--- config.mk ---
export PLATFORM = sky130hd
export DESIGN_NAME = nanosoc_ahb_meminit_mgr_flat
export DESIGN_NICKNAME = d
export VERILOG_FILES = /design/src/rtl/nanosoc_ahb_meminit_mgr_if.sv /design/src/rtl/nanosoc_ahb_meminit_mgr.sv /design/src/flat_wrapper.sv
export SDC_FILE = /design/constraint.sdc
export NUM_CORES = 1
export LEC_CHECK = 0
export BUFFER_PORTS_ARGS = -buffer_cell sky130_fd_sc_hd__buf_2
export CAP_MARGIN = 30
export CORE_AREA = 2 2 227 117
export DETAILED_ROUTE_END_ITERATION = 8
export DIE_AREA = 0 0 229 119
export GPL_TIMING_DRIVEN = 0
export PLACE_DENSITY = 0.63
export SLEW_MARGIN = 15
export SYNTH_ARGS = -nofsm -noshare
export SYNTH_HDL_FRONTEND = slang
export SYNTH_SLANG_ARGS = --single-unit
--- constraint.sdc ---
create_clock -name HCLK -period 9.8 [get_ports HCLK]
set_input_delay 0.98 -clock HCLK [delete_from_list [all_inputs] [get_ports HCLK]]
set_output_delay 0.98 -clock HCLK [all_outputs]
set_load 0.01 [all_outputs]
--- src/rtl/nanosoc_ahb_meminit_mgr_if.sv ---
// AHB-Lite bus bundle between the memory-init manager and the bus matrix port.
// Master modport is the manager side; slave modport is the interconnect/memory side.
interface nanosoc_ahb_meminit_mgr_if #(
  parameter int ADDR_W = 32,
  parameter int DATA_W = 32
);
  logic [ADDR_W-1:0] HADDR;
  logic [1:0]        HTRANS;
  logic [2:0]        HSIZE;
  logic [2:0]        HBURST;
  logic [3:0]        HPROT;
  logic              HMASTLOCK;
  logic              HWRITE;
  logic [DATA_W-1:0] HWDATA;
  logic [DATA_W-1:0] HRDATA;
  logic              HREADY;
  logic              HRESP;

  modport master (
    output HADDR, HTRANS, HSIZE, HBURST, HPROT, HMASTLOCK, HWRITE, HWDATA,
    input  HRDATA, HREADY, HRESP
  );

  modport slave (
    input  HADDR, HTRANS, HSIZE, HBURST, HPROT, HMASTLOCK, HWRITE, HWDATA,
    output HRDATA, HREADY, HRESP
  );
endinterface

--- src/rtl/nanosoc_ahb_meminit_mgr.sv ---
// AHB-Lite manager that fills a word region with a pattern (FILL) or reads and compares it (CHECK).
// Define NANOSOC_MEMINIT_LFSR_EN for a Galois LFSR pattern instead of seed+i.
module nanosoc_ahb_meminit_mgr #(
  parameter int SYS_ADDR_W = 32,
  parameter int SYS_DATA_W = 32,
  parameter int CNT_W      = 14
) (
  input  logic                  HCLK,
  input  logic                  HRESET,
  input  logic                  start_i,
  input  logic                  mode_i,
  input  logic [SYS_ADDR_W-1:0] base_addr_i,
  input  logic [CNT_W-1:0]      word_count_i,
  input  logic [31:0]           seed_i,
  output logic                  busy_o,
  output logic                  done_o,
  output logic                  err_o,
  output logic [SYS_ADDR_W-1:0] err_addr_o,
  nanosoc_ahb_meminit_mgr_if.master ahb
);

  localparam logic [1:0] HTRANS_IDLE   = 2'b00;
  localparam logic [1:0] HTRANS_NONSEQ = 2'b10;

  typedef enum logic [1:0] {S_IDLE, S_ADDR, S_DRAIN, S_DONE} state_e;

`ifdef NANOSOC_MEMINIT_LFSR_EN
  localparam logic [SYS_DATA_W-1:0] LFSR_TAPS = 32'h8020_0003;

  function automatic logic [SYS_DATA_W-1:0] first_pat(input logic [SYS_DATA_W-1:0] s);
    return (s == '0) ? SYS_DATA_W'(1) : s;
  endfunction

  function automatic logic [SYS_DATA_W-1:0] next_pat(input logic [SYS_DATA_W-1:0] p);
    return (p >> 1) ^ (p[0] ? LFSR_TAPS : '0);
  endfunction
`else
  function automatic logic [SYS_DATA_W-1:0] first_pat(input logic [SYS_DATA_W-1:0] s);
    return s;
  endfunction

  function automatic logic [SYS_DATA_W-1:0] next_pat(input logic [SYS_DATA_W-1:0] p);
    return p + SYS_DATA_W'(1);
  endfunction
`endif

  state_e                state_q;
  logic                  mode_q;
  logic [CNT_W-1:0]      cnt_q;
  logic [CNT_W-1:0]      aidx_q;
  logic [SYS_DATA_W-1:0] apat_q;
  logic                  dval_q;
  logic [SYS_ADDR_W-1:0] dadr_q;
  logic [SYS_DATA_W-1:0] dpat_q;
  logic [SYS_ADDR_W-1:0] haddr_q;
  logic [1:0]            htrans_q;
  logic                  hwrite_q;
  logic [SYS_DATA_W-1:0] hwdata_q;
  logic                  busy_q;
  logic                  done_q;
  logic                  err_q;
  logic [SYS_ADDR_W-1:0] err_addr_q;

  // A pending data phase completes on HREADY; it fails on ERROR or a CHECK mismatch.
  logic dp_done;
  logic dp_fail;
  assign dp_done = dval_q & ahb.HREADY;
  assign dp_fail = dp_done & (ahb.HRESP | (mode_q & (ahb.HRDATA != dpat_q)));

  always_ff @(posedge HCLK or posedge HRESET) begin
    if (HRESET) begin
      state_q    <= S_IDLE;
      mode_q     <= 1'b0;
      cnt_q      <= '0;
      aidx_q     <= '0;
      apat_q     <= '0;
      dval_q     <= 1'b0;
      dadr_q     <= '0;
      dpat_q     <= '0;
      haddr_q    <= '0;
      htrans_q   <= HTRANS_IDLE;
      hwrite_q   <= 1'b0;
      hwdata_q   <= '0;
      busy_q     <= 1'b0;
      done_q     <= 1'b0;
      err_q      <= 1'b0;
      err_addr_q <= '0;
    end else begin
      case (state_q)
        S_IDLE: begin
          done_q <= 1'b0;
          if (start_i) begin
            mode_q     <= mode_i;
            cnt_q      <= word_count_i;
            aidx_q     <= '0;
            apat_q     <= first_pat(seed_i);
            dval_q     <= 1'b0;
            haddr_q    <= {base_addr_i[SYS_ADDR_W-1:2], 2'b00};
            err_q      <= 1'b0;
            err_addr_q <= '0;
            busy_q     <= 1'b1;
            if (word_count_i == '0) begin
              state_q <= S_DRAIN;
            end else begin
              state_q  <= S_ADDR;
              htrans_q <= HTRANS_NONSEQ;
              hwrite_q <= ~mode_i;
            end
          end
        end

        S_ADDR: begin
          if (dp_fail) begin
            htrans_q   <= HTRANS_IDLE;
            hwrite_q   <= 1'b0;
            dval_q     <= 1'b0;
            err_q      <= 1'b1;
            err_addr_q <= dadr_q;
            busy_q     <= 1'b0;
            done_q     <= 1'b1;
            state_q    <= S_DONE;
          end else if (ahb.HREADY) begin
            // Address accepted: this beat moves into its data phase.
            dval_q <= 1'b1;
            dadr_q <= haddr_q;
            dpat_q <= apat_q;
            if (!mode_q) hwdata_q <= apat_q;
            if (aidx_q == cnt_q - CNT_W'(1)) begin
              htrans_q <= HTRANS_IDLE;
              hwrite_q <= 1'b0;
              state_q  <= S_DRAIN;
            end else begin
              aidx_q  <= aidx_q + CNT_W'(1);
              haddr_q <= haddr_q + SYS_ADDR_W'(4);
              apat_q  <= next_pat(apat_q);
            end
          end else if (dval_q && ahb.HRESP) begin
            // First ERROR cycle: withdraw the pipelined address, let DRAIN finish the response.
            htrans_q <= HTRANS_IDLE;
            hwrite_q <= 1'b0;
            state_q  <= S_DRAIN;
          end
        end

        S_DRAIN: begin
          if (!dval_q || dp_done) begin
            dval_q  <= 1'b0;
            busy_q  <= 1'b0;
            done_q  <= 1'b1;
            state_q <= S_DONE;
            if (dp_fail) begin
              err_q      <= 1'b1;
              err_addr_q <= dadr_q;
            end
          end
        end

        default: begin
          done_q  <= 1'b0;
          state_q <= S_IDLE;
        end
      endcase
    end
  end

  assign ahb.HADDR     = haddr_q;
  assign ahb.HTRANS    = htrans_q;
  assign ahb.HWRITE    = hwrite_q;
  assign ahb.HWDATA    = hwdata_q;
  assign ahb.HSIZE     = 3'b010;
  assign ahb.HBURST    = 3'b000;
  assign ahb.HPROT     = 4'b0011;
  assign ahb.HMASTLOCK = 1'b0;

  assign busy_o     = busy_q;
  assign done_o     = done_q;
  assign err_o      = err_q;
  assign err_addr_o = err_addr_q;

endmodule

--- src/flat_wrapper.sv ---
// flat-port wrapper written by rule: the top's interface ports become plain ports
module nanosoc_ahb_meminit_mgr_flat 
#(
  parameter int SYS_ADDR_W = 32,
  parameter int SYS_DATA_W = 32,
  parameter int CNT_W      = 14
)
  (HCLK, HRESET, start_i, mode_i, base_addr_i, word_count_i, seed_i, busy_o, done_o, err_o, err_addr_o, ahb_HADDR, ahb_HTRANS, ahb_HSIZE, ahb_HBURST, ahb_HPROT, ahb_HMASTLOCK, ahb_HWRITE, ahb_HWDATA, ahb_HRDATA, ahb_HREADY, ahb_HRESP);
  nanosoc_ahb_meminit_mgr_if #(.ADDR_W(32), .DATA_W(32)) ahb_i ();
  input  logic HCLK;
  input  logic HRESET;
  input  logic start_i;
  input  logic mode_i;
  input  logic [SYS_ADDR_W-1:0] base_addr_i;
  input  logic [CNT_W-1:0] word_count_i;
  input  logic [31:0] seed_i;
  output logic busy_o;
  output logic done_o;
  output logic err_o;
  output logic [SYS_ADDR_W-1:0] err_addr_o;
  output wire logic [$bits(ahb_i.HADDR)-1:0] ahb_HADDR;
  output wire logic [$bits(ahb_i.HTRANS)-1:0] ahb_HTRANS;
  output wire logic [$bits(ahb_i.HSIZE)-1:0] ahb_HSIZE;
  output wire logic [$bits(ahb_i.HBURST)-1:0] ahb_HBURST;
  output wire logic [$bits(ahb_i.HPROT)-1:0] ahb_HPROT;
  output wire logic [$bits(ahb_i.HMASTLOCK)-1:0] ahb_HMASTLOCK;
  output wire logic [$bits(ahb_i.HWRITE)-1:0] ahb_HWRITE;
  output wire logic [$bits(ahb_i.HWDATA)-1:0] ahb_HWDATA;
  input wire logic [$bits(ahb_i.HRDATA)-1:0] ahb_HRDATA;
  input wire logic [$bits(ahb_i.HREADY)-1:0] ahb_HREADY;
  input wire logic [$bits(ahb_i.HRESP)-1:0] ahb_HRESP;
  assign ahb_HADDR = ahb_i.HADDR;
  assign ahb_HTRANS = ahb_i.HTRANS;
  assign ahb_HSIZE = ahb_i.HSIZE;
  assign ahb_HBURST = ahb_i.HBURST;
  assign ahb_HPROT = ahb_i.HPROT;
  assign ahb_HMASTLOCK = ahb_i.HMASTLOCK;
  assign ahb_HWRITE = ahb_i.HWRITE;
  assign ahb_HWDATA = ahb_i.HWDATA;
  assign ahb_i.HRDATA = ahb_HRDATA;
  assign ahb_i.HREADY = ahb_HREADY;
  assign ahb_i.HRESP = ahb_HRESP;
  nanosoc_ahb_meminit_mgr #(.SYS_ADDR_W(SYS_ADDR_W), .SYS_DATA_W(SYS_DATA_W), .CNT_W(CNT_W)) u_core (.HCLK(HCLK), .HRESET(HRESET), .start_i(start_i), .mode_i(mode_i), .base_addr_i(base_addr_i), .word_count_i(word_count_i), .seed_i(seed_i), .busy_o(busy_o), .done_o(done_o), .err_o(err_o), .err_addr_o(err_addr_o), .ahb(ahb_i));
endmodule
# After elaboration in Yosys (flattened, before gate mapping)
# Index checks and enable logic that the tools add are counted.
# W data, S select, Z words.
dict set report word_totals {
  regBits 230
}
dict set report classes {
  n_eq_ne 14
  n_addsub 4
  n_reduce_logical 17
  bitwise 7
  mux 55
}
# op count
set op_table {}
lappend op_table {{$mux W32} 11}
lappend op_table {{$pmux W32 S2} 2}
lappend op_table {{$pmux W32 S3} 1}
lappend op_table {{$mux W14} 4}
lappend op_table {{$add A32 B1 Y32 const B} 1}
lappend op_table {{$add A32 B3 Y32 const B} 1}
lappend op_table {{$ne A32 B32 Y1} 1}
lappend op_table {{$pmux W14 S2} 1}
lappend op_table {{$mux W2} 13}
lappend op_table {{$mux W1} 16}
lappend op_table {{$reduce_and A4 Y1} 4}
lappend op_table {{$add A14 B1 Y14 const B} 1}
lappend op_table {{$eq A14 B14 Y1} 1}
lappend op_table {{$logic_not A14 Y1} 1}
lappend op_table {{$sub A14 B1 Y14 const B} 1}
lappend op_table {{$ne A2 B2 Y1 const B} 5}
lappend op_table {{$reduce_and A5 Y1} 2}
lappend op_table {{$pmux W1 S3} 3}
lappend op_table {{$ne A4 B2 Y1 const B} 2}
lappend op_table {{$pmux W2 S3} 1}
lappend op_table {{$reduce_and A3 Y1} 2}
lappend op_table {{$ne A2 B1 Y1 const B} 2}
lappend op_table {{$pmux W1 S2} 2}
lappend op_table {{$pmux W2 S2} 1}
lappend op_table {{13 further kinds} 18}

# Logic depth before layout (Yosys ltp)
dict set report depth {
  ltp_word 7
  ltp_mapped 13
  mapped_depth_nobuf 10
}

# Least setup slack after synthesis
# No wires, ideal clock.
dict set report synth_timing {
  path_kind {input-to-reg}
  start {in ahb_HRDATA[29]}
  end {reg u_core.hwdata_q[10], in the netlist u_core.ahb.HWDATA[10]}
  setup_slack_ps 6818
  path_buffers 2
  t_arrival_ps 2857
  path_stages 9
  setup_ps 125
  cell_sequence {xor2_1 > nor4_1 > nand4_1 > nor2_1 > o211ai_1 > or3_1 > clkbuf_1 > buf_1 > mux2_2}
}
dict set report synth_via {
  elab_chain_cells 6
}
# element line
set synth_lines {}
lappend synth_lines {{start: declaration} flat_wrapper.sv:29} ;# input wire logic [$bits(ahb_i.HRDATA)-1:0] ahb_HRDATA;
lappend synth_lines {{$ne A32 B32 Y1} nanosoc_ahb_meminit_mgr.sv:68} ;# assign dp_fail = dp_done & (ahb.HRESP | (mode_q & (ahb.HRDATA != dpat_q)));
lappend synth_lines {{$and A1 B1 Y1} nanosoc_ahb_meminit_mgr.sv:68}
lappend synth_lines {{$or A1 B1 Y1} nanosoc_ahb_meminit_mgr.sv:68}
lappend synth_lines {{$and A1 B1 Y1} nanosoc_ahb_meminit_mgr.sv:68}
lappend synth_lines {{$not A1 Y1 (no line)} -}
lappend synth_lines {{$reduce_and A4 Y1 (no line)} -}
lappend synth_lines {{end signal: assignment} nanosoc_ahb_meminit_mgr.sv:127} ;# if (!mode_q) hwdata_q <= apat_q;
lappend synth_lines {{end: declaration} nanosoc_ahb_meminit_mgr.sv:58} ;# logic [SYS_DATA_W-1:0] hwdata_q;
# Every way passes these cells.
# A chain may end at the register's enable or synchronous reset.

# Worst setup path after layout
dict set report layout_timing {
  start {in ahb_HRDATA[5]}
  end {reg u_core.dadr_q[5]}
}
dict set report layout_via {
  elab_chain_cells 6
}
# element line
set layout_lines {}
lappend layout_lines {{$ne A32 B32 Y1} nanosoc_ahb_meminit_mgr.sv:68}
lappend layout_lines {{$and A1 B1 Y1} nanosoc_ahb_meminit_mgr.sv:68}
lappend layout_lines {{$or A1 B1 Y1} nanosoc_ahb_meminit_mgr.sv:68}
lappend layout_lines {{$and A1 B1 Y1} nanosoc_ahb_meminit_mgr.sv:68}
lappend layout_lines {{$not A1 Y1 (no line)} -}
lappend layout_lines {{$reduce_and A3 Y1 (no line)} -}
lappend layout_lines {{end signal: assignment} nanosoc_ahb_meminit_mgr.sv:125} ;# dadr_q <= haddr_q;
lappend layout_lines {{end: declaration} nanosoc_ahb_meminit_mgr.sv:53} ;# logic [SYS_ADDR_W-1:0] dadr_q;
# Every way passes these cells.

==> reports/metrics.sh <==
CTS.ROOT.BUFFER_CELL='sky130_fd_sc_hd__clkbuf_16'
CLOCK_TREE_FROM_TRITONCTS='built'
WHS_NS=0.4730
CORE_REGION_AREA_MM2=0.02564
PLACED_CELL_AREA_MM2=0.01289
ASYNC_FLOP_SHARE_PCT=100.0
CLKTRANSATPATHREGS_NS=0.06
DOMINANTREGCELLSYNTH='sky130_fd_sc_hd__dfrtp_1'
DETAILROUTE.VIA_COUNT=9929
WORSTREGTOREGCELLS=9
SYNTH_AREA_PER_CELL_UM2=10.28
SYNTH_TOP_CELL_BY_AREA='sky130_fd_sc_hd__dfrtp_1'
FLOORPLAN.DIE_AREA_MM2=0.02725
DIE_W_UM=229
GRT_PASS1_WL_MM=56.43
TIMING.CLOCK.SKEW_NS=0.01279
FINAL_PERIOD_MINUS_WORST_SETUP_SLACK_NS=4.001
YS_WARN_COUNT=0
ANTENNA_FOUND_INITIAL=4
SYNTH-SIMPLE-AREA-SHARE_PCT=12.90
CAP_VIOL_MAX_COUNT=0
FINAL_DESIGN_AREA_NO_FILL_MM2=0.01368
SYNTH_EDF_COUNT=0
WORST-ENDPOINT-ARRIVAL_NS=4.40
POSTSYNTHCELLCOUNT=1097
LAYOUT-DRIVE-GT1-SHARE_PCT=29.52
IO_PINS=229
ROUTE.FINAL.WIRE_LENGTH_MM=37.11
SYNTH_LARGEST_TYPE_AREA_FRACTION_PCT=49.68
MAX_FREQ_MHz=249.9
FINAL_NETS=1471
DETAILEDROUTE.FIRSTITERATIONVIOLATIONS=872
FINALHOLDVIOLCOUNT=0
BUFFER_PORTS.INSERTED=212
CRITICAL_PATH_TYPE='input pin to flop'
SYNTHDISTINCTLIBCELLS=66
DETAILED_PLACE_HPWL_MM=27.55
SETUP-TNS-FINAL_NS=0
AREAGROWTHSYNTHTOFINISH_PCT=21.27
YS_SEQ_AREA_SHARE_PCT=49.68
CTSRESIZECOUNT=0
POWER_PER_CELL_AREA_mW_PER_MM2=357.7
POST-ROUTE-PERIOD-UTIL_PCT=40.83
POST_CTS_BUFFERS=0
TIMING.SLEW.HEADROOM_PCT=32.60
CRIT_REQUIRED_NS=10.20
GRT_SETUP_UNREPAIRED='no'
WORST_SUPPLY_VOLTAGE_DROP_ON_VDD_V=0.0001389
ROUTED_WIRE_LENGTH_PER_INSTANCE_UM=21.61
POSTCTSHOLDBUFS=0
SYNTH_COMPOUND_AREA_SHARE_PCT=17.17
CTS_INSERTED_BUFFERS=22
INITIAL_UTILIZATION_PCT=43.99
SYN_AREA_MM2=0.01128
CTS_NUM_SINKS=224
POST_SYNTH_FA_HA_MAJ_AREA_FRACTION_PCT=0.8872
SYNTHTOPCELLSBYCOUNT='sky130_fd_sc_hd__dfrtp_1 (224), sky130_fd_sc_hd__a21oi_1 (106), sky130_fd_sc_hd__mux2_2 (100)'
DIE_HEIGHT_UM=119
TOTAL_POWER_uW=4895
WORST_PIN_SLEW_NS=1.011
START_KIND='input pin'
DRT.ANTENNA.VIOLATING_NETS=0
LARGEST_NET_DEGREE_AT_THE_START_OF_GLOBAL_ROUTING=91
CLOCK_LATENCY_NS=0.53
CRITICAL_PATH.MAX_FANOUT=10
DRT-PASS1-ITER-COUNT=6
FINAL-MAX-SLEW-VIOLATION-COUNT=0
DETAIL_ROUTE.DRC_VIOLATIONS=0
ROWS=42
WORST_PATH_MAX_DELAY_CELL='sky130_fd_sc_hd__clkbuf_1'
SYNTH_SEQ_CELLS=224
CRITPATHCAPTURETYPE='flop'
COMBINATIONAL_FAMILY_WITH_THE_MOST_AREA_AFTER_SYNTHESIS='compound AO/OA/AOI/OAI gates'
PLACE.GP.CONGESTION=0.8897
FINAL_CORE_UTIL_PCT=53.35
SETUP_VIOL=0
HTREEDEPTH=1
VIA_DENSITY_PER_INSTANCE=5.783
SYNTHMUXAREASHARE_PCT=10.65
CTS-ROOT-TO-SINK-BUFFERS=3
TOTAL_LEAKAGE_POWER_uW=0.006134
YOSYS.AREA_SHARE.XOR_XNOR_PCT=3.804
SYNTH.MOST_COMMON_CELL='sky130_fd_sc_hd__dfrtp_1'
OUTCOME='finished clean'
CPPEAKSTAGEDELAY_NS=0.75
HOLD_PATH.CLASS='input pin to asynchronous set/reset pin'
GRT_PASS1_VIAS=9307
GRT_OVERFLOW=0
YS_TOP_CELLS_BY_AREA='sky130_fd_sc_hd__dfrtp_1 (50%), sky130_fd_sc_hd__mux2_2 (10%), sky130_fd_sc_hd__a21oi_1 (4.7%)'
WORSTPATHCELLLIST='buf_2 > xor2_1 > nor4_1 > nand4_1 > nor2_1 > o211ai_1 > or2_2 > clkbuf_1 > clkbuf_1 > mux2_2'
GLOBAL_ROUTE.USAGE.TOTAL_PCT=26.90
TIMING.CRITICAL_PATH.MODE_CELL='sky130_fd_sc_hd__clkbuf_1'
-- metrics by stage --
stage,setup slack (ns),std cells
2_1_floorplan,2.686,1109
5_1_grt,5.771,1715
3_5_place_dp,5.385,1675
4_1_cts,5.908,1714
6_report,5.799,1717
3_3_place_gp,0.01634,1673
-- path summary, 6_finish.rpt --
path / from / endpoint / slack [ns]
setup / recovery: ahb_HRDATA[5] / u_core.dadr_q[5]$_DFFE_PP0P_ / 5.80
min in group HCLK: u_core.ahb.HWDATA[28]$_DFFE_PP0P_ / u_core.ahb.HWDATA[28]$_DFFE_PP0P_ / 0.48
setup reg to reg: u_core.dpat_q[5]$_DFFE_PP0P_ / u_core.dadr_q[5]$_DFFE_PP0P_ / 5.94
max in group asynchronous: HRESET / u_core.err_addr_o[27]$_DFFE_PP0P_ / 8.55
hold / removal: HRESET / u_core.err_addr_o[2]$_DFFE_PP0P_ / 0.47
hold reg to reg: u_core.ahb.HWDATA[28]$_DFFE_PP0P_ / u_core.ahb.HWDATA[28]$_DFFE_PP0P_ / 0.48
-- placed cells by master (no fill, tap or decap), types with 18 or more instances in the layout --
master	count
sky130_fd_sc_hd__o21ai_0	62
sky130_fd_sc_hd__dfrtp_1	224
sky130_fd_sc_hd__clkbuf_16	23
sky130_fd_sc_hd__a31oi_1	26
sky130_fd_sc_hd__nand2_1	74
sky130_fd_sc_hd__buf_2	217
sky130_fd_sc_hd__nor2_1	40
sky130_fd_sc_hd__and3_1	19
sky130_fd_sc_hd__mux2_2	100
sky130_fd_sc_hd__inv_1	27
sky130_fd_sc_hd__xor2_1	40
sky130_fd_sc_hd__a21oi_1	106
sky130_fd_sc_hd__nand4_1	22
sky130_fd_sc_hd__a22o_1	34
sky130_fd_sc_hd__clkbuf_1	56
sky130_fd_sc_hd__nand3_1	41
sky130_fd_sc_hd__o22ai_1	36
sky130_fd_sc_hd__nor3_1	18
-- flip-flops by register name (all words and copies together) (netlist names), 14 cells and up --
signal and count:
u_core.dpat_q 32, u_core.aidx_q 14, u_core.ahb.HADDR 30, u_core.cnt_q 14
u_core.dadr_q 30, u_core.apat_q 32, u_core.err_addr_o 31, u_core.ahb.HWDATA 32
-- per-layer routing --
layer / GRT usage [%] / wire length, µm
met3: 6.825 / 3537
met4: 6.006 / 704
met2: 37.31 / 15210
met5: 0 / 8
met1: 41.67 / 17640
-- cell type report --
class                           count  area, µm²
Buffer                             88      441.7
Sequential cell                   224       5605
Clock inverter                      8      117.6
Tap cell                          352      440.4
Inverter                           28      112.6
Timing Repair Buffer              214       1116
Antenna cell                        3      7.507
Clock buffer                       31      665.6
Fill cell                        2322      11960
Multi-Input combinational cell    769       5175
-- power breakdown --
group / switching [µW] / total (µW) / leakage [µW] / internal [µW]
Combinational: 1280 / 2160 / 0.00307 / 884
Sequential: 436 / 1800 / 0.00268 / 1360
Clock: 381 / 933 / 0.000387 / 552
Total: 2090 / 4890 / 0.00613 / 2800
-- logic make-up after synthesis --
family          Yosys count
compound gates          312
simple gates            279
flops                   224
buf+inv                 116
mux                     107
xor+xnor                 49
fa+ha+maj                 8
other cells               2
-- critical path: cells and delay by family --
kind | cells | cell delay, ns
XOR/XNOR | 1 | 0.45
AO/OA/AOI/OAI | 1 | 0.44
AND/OR/NAND/NOR | 4 | 0.63
buffers and inverters | 3 | 1.48
multiplexers | 1 | 0.41
Note: power is estimated with default switching activity, not from simulation.
